==> config.mk <==
export PLATFORM = sky130hd
export DESIGN_NAME = regfile_sequencer
export DESIGN_NICKNAME = d
export VERILOG_FILES = /design/src/rtl/regfile_pkg.sv /design/src/rtl/regfile_fwd_mux.sv /design/src/rtl/regfile_sequencer.sv
export SDC_FILE = /design/constraint.sdc
export NUM_CORES = 1
export LEC_CHECK = 0
export ABC_AREA = 1
export BUFFER_PORTS_ARGS = -buffer_cell sky130_fd_sc_hd__buf_2
export CORE_AREA = 2 2 90 136
export DETAILED_ROUTE_END_ITERATION = 6
export DIE_AREA = 0 0 92 138
export PLACE_DENSITY = 0.76
export SETUP_SLACK_MARGIN = 0.15
export SLEW_MARGIN = 40
export SYNTH_ARGS = -nofsm -noshare
export SYNTH_HDL_FRONTEND = slang
export SYNTH_SLANG_ARGS = --single-unit
==> constraint.sdc <==
create_clock -name clock -period 2.96 [get_ports clock]
set_input_delay 0.148 -clock clock [delete_from_list [all_inputs] [get_ports clock]]
set_output_delay 0.148 -clock clock [all_outputs]
set_load 0.005 [all_outputs]
==> src/rtl/regfile_pkg.sv <==
// Shared definitions for the register-file operand sequencer.
// Holds default widths, the hard-wired zero register index and the FSM state encoding.
// Imported by regfile_sequencer and regfile_fwd_mux.
package regfile_pkg;

    localparam int DATA_W_DEF = 32;
    localparam int ADDR_W_DEF = 5;

    // Index of the hard-wired zero register (x0).
    localparam int REG_ZERO = 0;

    typedef enum logic [1:0] {
        IDLE = 2'd0,
        RD   = 2'd1,
        CAP  = 2'd2,
        HOLD = 2'd3
    } state_t;

endpackage

==> src/rtl/regfile_fwd_mux.sv <==
// Operand select for one source operand: forces x0 to zero and, when built with
// REGFILE_SEQ_FORWARD_EN, substitutes a same-cycle writeback hitting this index.
// Purely combinational, no backpressure.
// Ports: idx (latched source index), base (register-file or held operand),
//        wr_en/wr_idx/wr_data (accepted nonzero writeback, forwarding builds only),
//        result (value to load into the operand register).
module regfile_fwd_mux
    import regfile_pkg::*;
#(
    parameter int DATA_W = DATA_W_DEF,
    parameter int ADDR_W = ADDR_W_DEF
) (
    input  logic [ADDR_W-1:0] idx,
    input  logic [DATA_W-1:0] base,
`ifdef REGFILE_SEQ_FORWARD_EN
    input  logic              wr_en,
    input  logic [ADDR_W-1:0] wr_idx,
    input  logic [DATA_W-1:0] wr_data,
`endif
    output logic [DATA_W-1:0] result
);

    always_comb begin
        result = base;
        if (idx == ADDR_W'(REG_ZERO)) begin
            result = '0;
        end
`ifdef REGFILE_SEQ_FORWARD_EN
        // wr_en is already qualified with a nonzero destination, so a hit can
        // never overwrite the x0 zeroing above.
        else if (wr_en && (wr_idx == idx)) begin
            result = wr_data;
        end
`endif
    end

endmodule

==> src/rtl/regfile_sequencer.sv <==
// Sequences operand fetches and writebacks over one shared register-file port.
// Latency: request accepted in cycle N, op_valid from N+3; at most one request per 4 cycles.
// Backpressure: op_valid/op_a/op_b held until op_ready; writebacks stalled only in RD, win over requests in IDLE.
// Optional feature macro: REGFILE_SEQ_FORWARD_EN (writeback-to-operand forwarding in CAP/HOLD).
// Ports: clock/reset (async active-high); req_* request in; op_* operands out;
//        wb_* writeback in; rf_* shared register-file port (rf_a/rf_b registered read data).
module regfile_sequencer
    import regfile_pkg::*;
#(
    parameter int DATA_W = DATA_W_DEF,
    parameter int ADDR_W = ADDR_W_DEF
) (
    input  logic              clock,
    input  logic              reset,
    input  logic              req_valid,
    output logic              req_ready,
    input  logic [ADDR_W-1:0] req_rs1,
    input  logic [ADDR_W-1:0] req_rs2,
    output logic              op_valid,
    input  logic              op_ready,
    output logic [DATA_W-1:0] op_a,
    output logic [DATA_W-1:0] op_b,
    input  logic              wb_valid,
    output logic              wb_ready,
    input  logic [ADDR_W-1:0] wb_rd,
    input  logic [DATA_W-1:0] wb_data,
    output logic              rf_enable,
    output logic              rf_read_write,
    output logic [ADDR_W-1:0] rf_rd,
    output logic [ADDR_W-1:0] rf_rs1,
    output logic [ADDR_W-1:0] rf_rs2,
    output logic [DATA_W-1:0] rf_din,
    input  logic [DATA_W-1:0] rf_a,
    input  logic [DATA_W-1:0] rf_b
);

    state_t            state;
    logic [ADDR_W-1:0] rs1_q;
    logic [ADDR_W-1:0] rs2_q;
    logic [ADDR_W-1:0] rd_q;
    logic [DATA_W-1:0] din_q;

    logic              wb_acc;
    logic              wr_en;
    logic [DATA_W-1:0] base_a;
    logic [DATA_W-1:0] base_b;
    logic [DATA_W-1:0] sel_a;
    logic [DATA_W-1:0] sel_b;

    // Handshakes are gated by reset so nothing is accepted while it is held.
    assign wb_ready  = !reset && (state != RD);
    assign req_ready = !reset && (state == IDLE) && !wb_valid;
    assign wb_acc    = wb_valid && wb_ready;

    // A write to x0 is accepted but never reaches the port.
    assign wr_en = wb_acc && (wb_rd != ADDR_W'(REG_ZERO));

    assign rf_enable     = wr_en || (!reset && (state == RD));
    assign rf_read_write = wr_en;
    assign rf_rd         = wr_en ? wb_rd   : rd_q;
    assign rf_din        = wr_en ? wb_data : din_q;
    // The latched indices only change on request acceptance, so they already
    // hold their last values outside RD.
    assign rf_rs1        = rs1_q;
    assign rf_rs2        = rs2_q;

    // CAP loads fresh read data; HOLD recirculates the held operand so a
    // forwarded writeback can still replace it.
    assign base_a = (state == CAP) ? rf_a : op_a;
    assign base_b = (state == CAP) ? rf_b : op_b;

    regfile_fwd_mux #(
        .DATA_W (DATA_W),
        .ADDR_W (ADDR_W)
    ) u_mux_a (
        .idx     (rs1_q),
        .base    (base_a),
`ifdef REGFILE_SEQ_FORWARD_EN
        .wr_en   (wr_en),
        .wr_idx  (wb_rd),
        .wr_data (wb_data),
`endif
        .result  (sel_a)
    );

    regfile_fwd_mux #(
        .DATA_W (DATA_W),
        .ADDR_W (ADDR_W)
    ) u_mux_b (
        .idx     (rs2_q),
        .base    (base_b),
`ifdef REGFILE_SEQ_FORWARD_EN
        .wr_en   (wr_en),
        .wr_idx  (wb_rd),
        .wr_data (wb_data),
`endif
        .result  (sel_b)
    );

    always_ff @(posedge clock or posedge reset) begin
        if (reset) begin
            state    <= IDLE;
            op_valid <= 1'b0;
            op_a     <= '0;
            op_b     <= '0;
            rs1_q    <= '0;
            rs2_q    <= '0;
            rd_q     <= '0;
            din_q    <= '0;
        end else begin
            if (wr_en) begin
                rd_q  <= wb_rd;
                din_q <= wb_data;
            end
            case (state)
                IDLE: begin
                    if (req_valid && req_ready) begin
                        rs1_q <= req_rs1;
                        rs2_q <= req_rs2;
                        state <= RD;
                    end
                end
                RD: begin
                    state <= CAP;
                end
                CAP: begin
                    op_a     <= sel_a;
                    op_b     <= sel_b;
                    op_valid <= 1'b1;
                    state    <= HOLD;
                end
                HOLD: begin
                    op_a <= sel_a;
                    op_b <= sel_b;
                    if (op_ready) begin
                        op_valid <= 1'b0;
                        state    <= IDLE;
                    end
                end
                default: begin
                    state <= IDLE;
                end
            endcase
        end
    end

endmodule

Word level (Yosys, flattened, before mapping)
Cells that the tools add are included.
{"block": "totals", "reg_bits": 114, "latchBits": 0, "ramBits": 0, "mem_bits_ro": 0, "input_bits": 116, "out_inout_bits": 116, "n_memories": 0}
{"block": "op_classes", "add_sub_neg": 0, "mul": 0, "div": 0, "magnitude_cmp": 0, "eq_ne": 6, "n_shift": 0, "n_mux": 11, "bitwise_logic": 0, "reduce_logical": 23}
{"op": "32-bit two-way mux", "n": 5}
{"op": "5-bit logical NOT", "n": 2}
{"op": "2-bit AND reduction", "n": 5}
{"op": "2-bit case mux with 4 select lines", "n": 1}
{"op": "1-bit logical AND", "n": 7}
{"op": "2-bit nonzero test", "n": 3}
{"op": "5-bit two-way mux", "n": 1}
{"op": "5-bit nonzero test", "n": 1}
{"op": "2-bit == test, second input constant", "n": 2}
{"op": "2-bit two-way mux", "n": 2}
{"op": "2-bit by 1-bit inequality test with 1-bit output, second input constant", "n": 2}
{"op": "2-bit by 1-bit == test with 1-bit output, second input constant", "n": 1}
{"op": "1-bit logical NOT", "n": 2}
{"op": "2-bit logical NOT", "n": 1}
{"op": "2-bit inequality test, second input constant", "n": 1}
{"op": "1-bit case mux with 2 select lines", "n": 1}
{"op": "2-bit OR reduction", "n": 1}
{"op": "1-bit logical OR", "n": 1}
{"op": "1-bit two-way mux", "n": 1}

Depth between registers and ports, before layout
{"block": "logic_depth", "word_depth": 6, "ltp_mapped": 8}

Hierarchy
From an unflattened synthesis, not the netlist that was laid out.
{"block": "unflattened", "cells_unflattened": 764, "hier_area_um2": 6023.3}
{"module": "regfile_sequencer", "n_inst": 1, "cells_per_inst": 622, "area_each_um2": 5407.7, "seq_area_each_um2": 2852.7}
{"module": "regfile_fwd_mux", "n_inst": 2, "cells_per_inst": 71, "area_each_um2": 307.8, "seq_area_each_um2": 0.0}

Least setup slack after synthesis
OpenSTA, ideal clock, no wires.
{"block": "synth_timing", "path_kind": "in2reg", "startpoint": "input port reset", "endpoint": "register rs1_q[1], in the netlist rf_rs1[1]", "setup_ps": 117, "t_arrival_ps": 3462, "required_ps": 2843, "path_slack_ps": -620, "stages": 5, "n_path_buf": 1, "cell_sequence": "inv_1 > nand4_1 > buf_2 > nand2_1 > nand2_1"}
{"block": "synth_via", "elab_chain_cells": 5}
{"element": "start: declaration", "line_no": "regfile_sequencer.sv:14", "source": "input logic reset,"}
{"element": "1-bit logical NOT (no line)"}
{"element": "1-bit logical AND (2 in a row)", "line_no": "regfile_sequencer.sv:52", "source": "assign req_ready = !reset && (state == IDLE) && !wb_valid;"}
{"element": "1-bit logical AND", "line_no": "regfile_sequencer.sv:117", "source": "if (req_valid && req_ready) begin"}
{"element": "2-bit AND reduction (no line)"}
{"element": "end signal: assignment", "line_no": "regfile_sequencer.sv:118", "source": "rs1_q <= req_rs1;"}
{"element": "end: declaration", "line_no": "regfile_sequencer.sv:38", "source": "logic [ADDR_W-1:0] rs1_q;"}
No other way between the ends.
A chain may end at the register's enable or synchronous reset.

Final worst setup path
{"block": "layout_timing", "startpoint": "register state[1]", "endpoint": "output port rf_din[14]"}
{"block": "layout_via", "elab_chain_cells": 5}
{"element": "start: declaration", "line_no": "regfile_sequencer.sv:37", "source": "state_t state;"}
{"element": "start signal: assignment", "line_no": "regfile_sequencer.sv:102", "source": "state <= IDLE;"}
{"element": "start signal: assignment", "line_no": "regfile_sequencer.sv:120", "source": "state <= RD;"}
{"element": "start signal: assignment", "line_no": "regfile_sequencer.sv:124", "source": "state <= CAP;"}
{"element": "2-bit by 1-bit inequality test with 1-bit output", "line_no": "regfile_sequencer.sv:51", "source": "assign wb_ready = !reset && (state != RD);"}
{"element": "1-bit logical AND", "line_no": "regfile_sequencer.sv:51"}
{"element": "1-bit logical AND", "line_no": "regfile_sequencer.sv:53", "source": "assign wb_acc = wb_valid && wb_ready;"}
{"element": "1-bit logical AND", "line_no": "regfile_sequencer.sv:56", "source": "assign wr_en = wb_acc && (wb_rd != ADDR_W'(REG_ZERO));"}
{"element": "32-bit two-way mux"}
{"element": "end: declaration", "line_no": "regfile_sequencer.sv:32", "source": "output logic [DATA_W-1:0] rf_din,"}
No other way between the ends.

==> impl_results.md <==
* Final Critical Period at 2.38 ns
* DR vias/cell at 4.98
* Rows at 49
* Fmax at 420 MHz
* Final Setup Violations at 0
* Num CTS Buffers at 17
* Synth area leader: dfrtp_1
* DP Wirelength at 9030 um
* Post-synthesis sequential area ratio at 0.602
* Core Footprint at 11600 um^2
* Reg2Reg Depth at 6
* Area Overhead vs Synth at 57.4%
* Dpl ws at about 0.83 ns
* Gate Count Post-Synth at between 500 and 600
* Crit. End Element: output pin
* Worst setup path startpoint: state[1]$_DFFE_PP0P_
* Most frequent cells in the layout: buf_2, nand3_1, nand2_1
* GRT Total Usage at 0.236
* Post-synth ARST share at 1.00
* Hold path depth at 3
* Syn Area/Cell at 8.98 um^2
* Final WS setup at 0.578 ns
* Wire length per cell at 14.9 um
* # nets final at approximately 950
* Yosys warns at 0
* Post-CTS Setup Inserts at 0
* Fin crit share at 0.805
* Worst hold path startpoint: rf_a[20]
* Register bit total from synthesis at between 100 and 150
* Ys flop type: dfrtp_1
* Max-slew headroom at 0.515
* Num Clock Sinks at approximately 110
* Fillcell total at 940
* Fraction of layout cells with a size suffix above 1 at 0.333
* Post-synthesis simple-gate area fraction at 0.337
* H-tree levels at 4
* Skew final at 0.00750 ns
* Final Max Tran Viols at 0
* Unrepaired setup endpoints after global routing: false
* Die area at about 13000 um^2
* Adder-Cell Fraction of Synth Area at 0.0106
* Max rail drop VDD at 0.482 mV
* Tot Pwr at roughly 7.6 mW
* Post-synthesis mux area share at 0
* Via count at 4960
* Actual slew at the worst max-slew pin at 0.724 ns
* Leakage at 4.14 nW
* PortBufs at 231
* Reg2Reg Launch Point: state[1]$_DFFE_PP0P_
* Most common cell after layout, fill and taps aside: buf_2
* DR pass1 iterations at 4
* Clk_lat worst skew at 0.40 ns
* Post-synthesis xor/xnor area fraction at 0
* Hold EP: op_a[20]$_DFFE_PP0P_
* DRC Markers at 0
* Clock-pin slew on the worst setup and hold paths at about 0.050 ns
* Initial Util at 0.407
* Main combinational cell family by area after synthesis: simple AND/OR/NAND/NOR gates
* Outcome: completed
* Chip Height at 138 um
* Final Hold Viols at 0
* Initial antenna violation count at 1
* Setup CP Type: reg2out
* WP data required at 2.81 ns
* Startpoint types: register
* Largest net degree at the start of global routing at 65
* Post-Route WL at 14800 um
* Number of synthesized flops with an enable pin at 0
* First-pass GRT wire length at about 24000 um
* Post-synth top area share at 0.602
* Fin Setup TNS at 0 ns
* CTS Root Cell: clkbuf_16
* Synth area leaders: dfrtp_1, nand3_1, nand2_1, clkbuf_1, ha_1
* GPL Wtd Cong at 0.816
* Buffer levels on the longest clock path at 2
* Io pins at 232
* Power Density at 1020 nW/um^2
* Synth cell types at 17
* Reg2reg end: din_q[14]$_DFF_PP0_
* Total grt overflow at 0
* Synth Area in Compound Gates at 0.00396
* Iter 0 DRT Violations at 306
* Cell Area, Synth at 4740 um^2
* Syn nets at 648
* Crit path DAT at 2.23 ns
* Chip width at 92 um
* Crit-path max FO at 39
* R2R Setup Slk at 1.13 ns
* HP Class: in2reg
* Post-route ant nets at 0
* Max cap viols at 0
* CTS tree: done
* Number of global-route vias before repair at 5016
[sequential cells by signal (all words and copies together), names as in the netlist]
register and count:
state 2, rf_rs1 5, op_a 32, op_valid 1, op_b 32, rf_rs2 5, rd_q 5, din_q 32
[critical path, stage by stage, from the launching register on]
cell	delay, ns
dfrtp_1	0.40
inv_1	0.08
ha_1	0.24
nor3_4	0.21
nand2_2	0.45
nand2_1	0.22
nand2_1	0.10
buf_2	0.14
[synthesized netlist by cell type (3+ instances only)]
master,count
clkbuf_1,21
ha_1,4
nand4_1,3
nand2_1,165
nor2_1,8
dfrtp_1,114
nor3_2,3
buf_2,6
nand3_1,176
inv_1,10
buf_1,6
buf_4,4
[worst max path at each step]
stage | end | slack, ns
after floorplan | rf_rs1[4]$_DFFE_PP0P_ | 0.33
after CTS | rf_din[14] | 0.58
after global routing | rf_din[14] | 0.37
after detailed placement | rf_din[14] | 0.83
after global placement | rf_din[29] | 0.90
final | rf_din[14] | 0.58
[cell type report]
type | count | area [um^2] | area share
inverters | 10 | 41.3 | 0.00553
multi-input cells | 365 | 1680 | 0.225
diodes | 1 | 2.50 | 0.000335
clock inverters | 13 | 209 | 0.0280
clock buffers | 19 | 443 | 0.0594
repair buffers | 321 | 2050 | 0.274
flip-flops and latches | 114 | 2850 | 0.382
well taps | 153 | 191 | 0.0257
[routing by layer]
metal	routed length, um	part of all wire	global-route usage	vias to the layer above
met3	984	0.066	0.0643	57
met2	7500	0.51	0.396	227
met5	0	0	0	-
li1	-	-	-	2366
met1	5710	0.39	0.272	2310
met4	629	0.042	0.128	0
[what timing repair did]
action	in CTS	in global routing
hold buffers	81	0
endpoints found under the setup margin	0	0
hold endpoints to repair	81	0
resized for setup	0	0
[power by group]
group	switching, mW	leakage [nW]	internal, mW
Combinational	1.54	2.41	1.17
Sequential	0.346	1.41	2.30
Clock	0.713	0.321	1.52
Total	2.60	4.14	4.99
[metrics by stage]
step                hold slack, ns  utilization  instances  area (um^2)
floorplan                    0.289            -        528         4740
global placement             0.377        0.515        882         6000
detailed placement           0.380        0.515        882         6000
CTS                       0.000552        0.640        995         7460
global route              0.000367        0.641        996         7460
finish                      0.0123        0.641        996         7460
[cell families after synthesis]
| family | after synthesis |
|---|---|
| AOI/OAI and AO/OA | 3 |
| and+or+nand+nor | 358 |
| adders and majority gates | 4 |
| buffers and inverters | 49 |
| DFF | 114 |
(Power assumes the default switching activity.)
